<file path="config.mk">
export PLATFORM = sky130hd
export DESIGN_NAME = eth_tx_framer
export DESIGN_NICKNAME = d
export VERILOG_FILES = /design/src/rtl/eth_tx_framer.sv
export SDC_FILE = /design/constraint.sdc
export NUM_CORES = 1
export LEC_CHECK = 0
export CAP_MARGIN = 20
export CORE_AREA = 2 2 72 81
export CTS_BUF_LIST = sky130_fd_sc_hd__clkbuf_8
export DETAILED_ROUTE_END_ITERATION = 12
export DIE_AREA = 0 0 74 83
export DONT_BUFFER_PORTS = 1
export PLACE_DENSITY_LB_ADDON = 0.3
export SYNTH_ARGS = -nofsm -noshare
export SYNTH_HDL_FRONTEND = slang
export SYNTH_SLANG_ARGS = --single-unit
</file>
<file path="constraint.sdc">
create_clock -name aclk -period 3.6 [get_ports aclk]
set_clock_uncertainty 0.15 [all_clocks]
set_input_delay 0.72 -clock aclk [delete_from_list [all_inputs] [get_ports aclk]]
set_output_delay 0.72 -clock aclk [all_outputs]
set_load 0.05 [all_outputs]
</file>
<file path="src/rtl/eth_tx_framer.sv">
// GMII transmit framer: pulls bytes from the TX FIFO stream, adds preamble/SFD,
// pads short frames, enforces the inter-frame gap and aborts cleanly on underrun.
module eth_tx_framer #(
  parameter int AXI_DATA_WIDTH  = 8,
  parameter int MIN_FRAME_BYTES = 60,
  parameter int PREAMBLE_BYTES  = 7,
  parameter int IFG_BYTES       = 12
) (
  input  logic                      aclk,
  input  logic                      aresetn,
  input  logic [AXI_DATA_WIDTH-1:0] s_axis_tdata,
  input  logic                      s_axis_tvalid,
  input  logic                      s_axis_tlast,
  output logic                      s_axis_trdy,
  output logic [7:0]                gmii_txd,
  output logic                      gmii_tx_en,
  output logic                      gmii_tx_er,
  output logic                      tx_busy,
  output logic                      frame_done,
  output logic                      underrun
);

  typedef enum logic [2:0] {
    IDLE, PREAMBLE, SFD, DATA, PAD, DROP, IFG
  } state_e;

  localparam logic [15:0] MIN_C = 16'(MIN_FRAME_BYTES);
  localparam logic [7:0]  PRE_L = 8'(PREAMBLE_BYTES - 1);
  localparam logic [7:0]  IFG_L = 8'(IFG_BYTES - 1);

  state_e      state_q, state_d;
  logic [7:0]  pcnt_q, pcnt_d;    // preamble / IFG cycle counter
  logic [15:0] cnt_q, cnt_d;      // bytes sent after SFD (data + pad)
  logic [7:0]  hold_q, hold_d;    // byte accepted last edge, driven this edge
  logic        tail_q, tail_d;    // last byte accepted, still to be driven
  logic        first_q, first_d;  // first DROP cycle carries the error symbol
  logic        ok_q, ok_d;        // current IFG follows a good frame

  logic [7:0]  txd_q, txd_d;
  logic        en_q, en_d, er_q, er_d, trdy_q, trdy_d;
  logic        busy_q, busy_d, done_q, done_d, urun_q, urun_d;
  logic [15:0] cnt_inc;

  assign cnt_inc = (cnt_q == 16'hFFFF) ? cnt_q : cnt_q + 16'd1;

  always_comb begin
    state_d = state_q;
    pcnt_d  = pcnt_q;
    cnt_d   = cnt_q;
    hold_d  = hold_q;
    tail_d  = tail_q;
    first_d = first_q;
    ok_d    = ok_q;
    txd_d   = 8'h00;
    en_d    = 1'b0;
    er_d    = 1'b0;
    done_d  = 1'b0;
    urun_d  = 1'b0;
    case (state_q)
      IDLE: begin
        if (s_axis_tvalid) begin
          state_d = PREAMBLE;
          pcnt_d  = 8'd0;
          cnt_d   = 16'd0;
        end
      end
      PREAMBLE: begin
        txd_d = 8'h55;
        en_d  = 1'b1;
        if (pcnt_q == PRE_L) state_d = SFD;
        else                 pcnt_d  = pcnt_q + 8'd1;
      end
      SFD, DATA: begin
        // Output is one byte behind acceptance: SFD goes out while byte 0 is taken.
        en_d  = 1'b1;
        txd_d = (state_q == SFD) ? 8'hD5 : hold_q;
        if (state_q == DATA && tail_q) begin
          tail_d = 1'b0;
          if (cnt_q >= MIN_C) begin
            state_d = IFG;
            pcnt_d  = 8'd0;
            ok_d    = 1'b1;
          end else begin
            state_d = PAD;
          end
        end else if (s_axis_tvalid) begin
          hold_d  = s_axis_tdata[7:0];
          cnt_d   = cnt_inc;
          state_d = DATA;
          tail_d  = s_axis_tlast;
        end else begin
          state_d = DROP;
          first_d = 1'b1;
        end
      end
      PAD: begin
        en_d  = 1'b1;
        cnt_d = cnt_inc;
        if (cnt_inc >= MIN_C) begin
          state_d = IFG;
          pcnt_d  = 8'd0;
          ok_d    = 1'b1;
        end
      end
      DROP: begin
        first_d = 1'b0;
        if (first_q) begin
          en_d   = 1'b1;
          er_d   = 1'b1;
          urun_d = 1'b1;
        end
        if (s_axis_tvalid && s_axis_tlast) begin
          state_d = IFG;
          pcnt_d  = 8'd0;
          ok_d    = 1'b0;
        end
      end
      IFG: begin
        done_d = (pcnt_q == 8'd0) && ok_q;
        if (pcnt_q == IFG_L) begin
          if (s_axis_tvalid) begin
            state_d = PREAMBLE;
            pcnt_d  = 8'd0;
            cnt_d   = 16'd0;
          end else begin
            state_d = IDLE;
          end
        end else begin
          pcnt_d = pcnt_q + 8'd1;
        end
      end
      default: state_d = IDLE;
    endcase
    trdy_d = (state_d == SFD) || (state_d == DATA && !tail_d) || (state_d == DROP);
    busy_d = (state_d != IDLE);
  end

  always_ff @(posedge aclk or negedge aresetn) begin
    if (!aresetn) begin
      state_q <= IDLE;
      pcnt_q  <= '0;
      cnt_q   <= '0;
      hold_q  <= '0;
      tail_q  <= 1'b0;
      first_q <= 1'b0;
      ok_q    <= 1'b0;
      txd_q   <= '0;
      en_q    <= 1'b0;
      er_q    <= 1'b0;
      trdy_q  <= 1'b0;
      busy_q  <= 1'b0;
      done_q  <= 1'b0;
      urun_q  <= 1'b0;
    end else begin
      state_q <= state_d;
      pcnt_q  <= pcnt_d;
      cnt_q   <= cnt_d;
      hold_q  <= hold_d;
      tail_q  <= tail_d;
      first_q <= first_d;
      ok_q    <= ok_d;
      txd_q   <= txd_d;
      en_q    <= en_d;
      er_q    <= er_d;
      trdy_q  <= trdy_d;
      busy_q  <= busy_d;
      done_q  <= done_d;
      urun_q  <= urun_d;
    end
  end

  assign s_axis_trdy = trdy_q;
  assign gmii_txd    = txd_q;
  assign gmii_tx_en  = en_q;
  assign gmii_tx_er  = er_q;
  assign tx_busy     = busy_q;
  assign frame_done  = done_q;
  assign underrun    = urun_q;

endmodule

</file>
==> results.tsv <==
metric	value	unit
run status	finished, final reports clean	
routed via count	2667	
type of element launching the critical path	flip-flop	
max incr delay on CP	520	ps
Iter 0 DRT Violations	308	
number of hold violations in the final report	0	
power density normalized to cell area	721.9	mW/mm^2
fmax	0.3299	GHz
wire length of the first global-routing pass	11640	um
net count of the mapped netlist	371	
setup TNS after final layout	0	ps
mapped cell area	0.003161	mm^2
portion of the clock cycle consumed by the worst path in the final layout	0.8420	
IO buf count	0	
proportion of layout cells with a drive suffix above 1	0.08955	
DIE WIDTH	74	um
effective utilization at floorplan	0.5974	
maximum net fanout on the critical path	14	
1st-pass router iterations	5	
Clock Latency Late Sink	300	ps
transition time of the tightest slew-check pin	860.4	ps
TritonCTS clock tree	done	
placeable core area	0.005290	mm^2
Syn-to-layout area delta	3.325	%
sum of buffers and inverters on the critical path	2	
DRC	0	
cell with the largest stage delay on the worst path	sky130_fd_sc_hd__dfrtp_1	
H-tree depth reported by CTS	2	
synth unique cells	54	
RSZ-0062 raised after global routing	false	
worst-path cell chain	clkinv_1, ha_1, inv_1, and3_1, a31oi_1, and3_1, mux2i_1, o2111ai_2	
RR Startpoint	state_q[2]	
top cell family by delay on the critical path	simple AND/OR/NAND/NOR gates	
Die Y	83	um
number of placed I/O pins	26	
share of synthesized flip-flops with an asynchronous set or reset	1.000	
CTS root buf	sky130_fd_sc_hd__clkbuf_8	
Placement Rows	28	
final setup violating endpoints	0	
GR Util All Layers	0.2322	
peak supply drop	0.3142	mV
path class of the lowest-slack min-delay path	in -> async	
Vias/cell	6.505	
Arrival @ worst endpoint	3060	ps
number of antenna violations at the first check in global routing	0	
Detail Placement HPWL	4642	um
number of instances resized during post-cts repair	0	
Worst Setup Path Type	reg -> reg	
count of nets left with antenna violations after detail routing	0	
Leakage	0.001396	uW
setup ws final	568.9	ps
clk sinks	51	
area of the die	0.006142	mm^2
worst-case register-to-register setup slack	570	ps
number of flops mapped to enable cells by yosys	0	
synthesized area per cell	8.979	um^2
Clock Pin Slew Worst Setup and Hold Paths	100	ps
Synth Flop Type	sky130_fd_sc_hd__dfrtp_1	
RD Place Congestion	0.9042	
min cycle time layout	3031	ps
critical register-to-register path endpoint	pcnt_q[7]	
tightest slew margin relative to the limit	0.4268	
Final Max Tran Viols	0	
count of maximum capacitance violations	0	
count of antenna diodes in the layout	0	
cell count after synthesis	352	
fraction of the yosys area taken by sequential cells	0.4038	
maximum number of buffers from clock root to sink	2	
Worst R2R Path Depth	8	
number of clock buffers inserted by TritonCTS	5	
total congestion overflow after global routing	0	
maximum number of pins on one net before global-route repair	52	
number of global-route vias before repair	2527	
Syn. warnings	0	
final wirelength	6594	um
worst slack, placed	630.0	ps
critical path's most frequent cell	sky130_fd_sc_hd__and3_1	
average routed wire per standard cell	16.08	um
post-synthesis sequential element count	51	
capturing element type of the critical path	flip-flop	
Net count, final	353	
required time of the critical path	3620	ps
## repair_timing
action,CTS,global route
endpoints found under the hold margin,51,0
buffers inserted,0,0
hold buffers,1,0
## worst max-delay path by stage
stage	cells after the start	startpoint	slack [ps]	to
final	8	state_q[2]	570	pcnt_q[7]
after global routing	8	state_q[2]	350	pcnt_q[6]
after CTS	6	cnt_q[4]	620	ok_q
after detailed placement	8	state_q[2]	630	pcnt_q[6]
after global placement	7	cnt_q[0]	670	ok_q
after floorplan	9	cnt_q[0]	980	ok_q
## per-stage QoR
stage          instance area, um^2  total power (uW)  hold WS, ps  utilization  instances
2_1_floorplan                 3161              1758        274.4            -        352
3_3_place_gp                  3127              1927        275.4       0.5911        401
3_5_place_dp                  3127              1944        275.4       0.5911        401
4_1_cts                       3266              2364        113.5       0.6173        410
5_1_grt                       3266              2544        107.9       0.6173        410
6_report                      3266              2357        108.4       0.6173        410
## registers in the layout (all words and copies together), names as in the netlist
name	flops
cnt_q	16
first_q	1
frame_done	1
gmii_tx_en	1
gmii_txd	8
hold_q	8
ok_q	1
pcnt_q	8
s_axis_trdy	1
state_q	3
tail_q	1
tx_busy	1
underrun	1
## cell usage after synthesis (3+ instances only)
library cell,instances,area share
sky130_fd_sc_hd__buf_4,3,0.0071
sky130_fd_sc_hd__and3_1,7,0.014
sky130_fd_sc_hd__nor4_1,7,0.014
sky130_fd_sc_hd__o2111ai_2,3,0.014
sky130_fd_sc_hd__o22a_1,4,0.011
sky130_fd_sc_hd__mux2_2,8,0.029
sky130_fd_sc_hd__mux2i_1,5,0.016
sky130_fd_sc_hd__ha_1,7,0.028
sky130_fd_sc_hd__nor2_1,20,0.024
sky130_fd_sc_hd__buf_2,8,0.013
sky130_fd_sc_hd__a31oi_1,16,0.032
sky130_fd_sc_hd__buf_6,3,0.011
sky130_fd_sc_hd__or3_1,6,0.012
sky130_fd_sc_hd__nand2_1,25,0.030
sky130_fd_sc_hd__a41oi_1,3,0.0083
sky130_fd_sc_hd__o31ai_1,4,0.0095
sky130_fd_sc_hd__a41oi_2,3,0.015
sky130_fd_sc_hd__a21oi_1,27,0.043
sky130_fd_sc_hd__o21ai_0,18,0.029
sky130_fd_sc_hd__a21o_1,7,0.017
sky130_fd_sc_hd__clkbuf_1,13,0.015
sky130_fd_sc_hd__nand3_1,20,0.032
sky130_fd_sc_hd__and4_1,5,0.014
sky130_fd_sc_hd__nand4_1,9,0.018
sky130_fd_sc_hd__inv_1,16,0.019
sky130_fd_sc_hd__and2_1,5,0.0099
sky130_fd_sc_hd__nor3_1,13,0.021
sky130_fd_sc_hd__nand2b_1,3,0.0059
sky130_fd_sc_hd__dfrtp_1,51,0.40
## cell usage in the layout, fill, tap and decap left out, types with 2 or more instances in the layout
cell                        netlist  layout
sky130_fd_sc_hd__nor4_1           7       7
sky130_fd_sc_hd__and4_1           5       5
sky130_fd_sc_hd__o22a_1           4       4
sky130_fd_sc_hd__nand4_1          9       9
sky130_fd_sc_hd__and2_1           5       5
sky130_fd_sc_hd__or3_1            6       6
sky130_fd_sc_hd__a21oi_1         27      27
sky130_fd_sc_hd__mux2i_1          5       5
sky130_fd_sc_hd__or2_2            2       2
sky130_fd_sc_hd__o21ai_0         18      18
sky130_fd_sc_hd__a31oi_1         16      16
sky130_fd_sc_hd__nor2_1          20      20
sky130_fd_sc_hd__o31ai_1          4       4
sky130_fd_sc_hd__mux2_2           8       8
sky130_fd_sc_hd__nand2_1         25      25
sky130_fd_sc_hd__inv_1           16      17
sky130_fd_sc_hd__ha_1             7       7
sky130_fd_sc_hd__buf_4            3       2
sky130_fd_sc_hd__nand2b_1         3       3
sky130_fd_sc_hd__a311oi_1         2       2
sky130_fd_sc_hd__nand3_1         20      20
sky130_fd_sc_hd__o21a_1           2       2
sky130_fd_sc_hd__and3_1           7       7
sky130_fd_sc_hd__o2111ai_2        3       3
sky130_fd_sc_hd__a21o_1           7       7
sky130_fd_sc_hd__a22oi_1          2       2
sky130_fd_sc_hd__a41oi_1          3       3
sky130_fd_sc_hd__nand3b_1         2       2
sky130_fd_sc_hd__dfrtp_1         51      51
sky130_fd_sc_hd__nor3_1          13      13
sky130_fd_sc_hd__xnor2_1          2       2
sky130_fd_sc_hd__o211ai_1         2       2
sky130_fd_sc_hd__and4b_1          2       2
sky130_fd_sc_hd__a41oi_2          3       3
sky130_fd_sc_hd__clkbuf_8         0       5
## final cells by class
cell class / instances / area (um^2)
inverter: 17 / 63.81
sequential: 51 / 1276
tap: 75 / 93.84
multi-input combinational: 256 / 1678
clock buffer: 5 / 68.82
clock inverter: 3 / 42.54
fill: 460 / 2024
timing repair buffer: 3 / 42.54
## power breakdown
group	internal, uW	total (uW)	switching, uW
Sequential	695	995	300
Combinational	368	963	594
Clock	207	400	192
Total	1270	2360	1090
## cell families (layout without fill, tap and decap cells)
kind of cell,count (synthesis),after routing,share of synthesized area
buffers and inverters,45,28,0.06730
AO/OA/AOI/OAI,102,102,0.2264
adder cells (fa/ha/maj),7,7,0.02771
XOR/XNOR,2,2,0.005543
multiplexers,13,13,0.04434
AND/OR/NAND/NOR,132,132,0.2249
flip-flops,51,51,0.4038
## routing by layer
| metal | share of wire | vias to the layer above | global-route usage | wire (um) |
|---|---|---|---|---|
| li1 | - | 1274 | - | - |
| met5 | 0 | - | 0 | 0 |
| met2 | 0.50 | 89 | 0.3693 | 3286 |
| met4 | 0.019 | 0 | 0.08264 | 127 |
| met3 | 0.042 | 15 | 0.04126 | 274 |
| met1 | 0.44 | 1289 | 0.3125 | 2907 |
(Power assumes the default switching activity.)
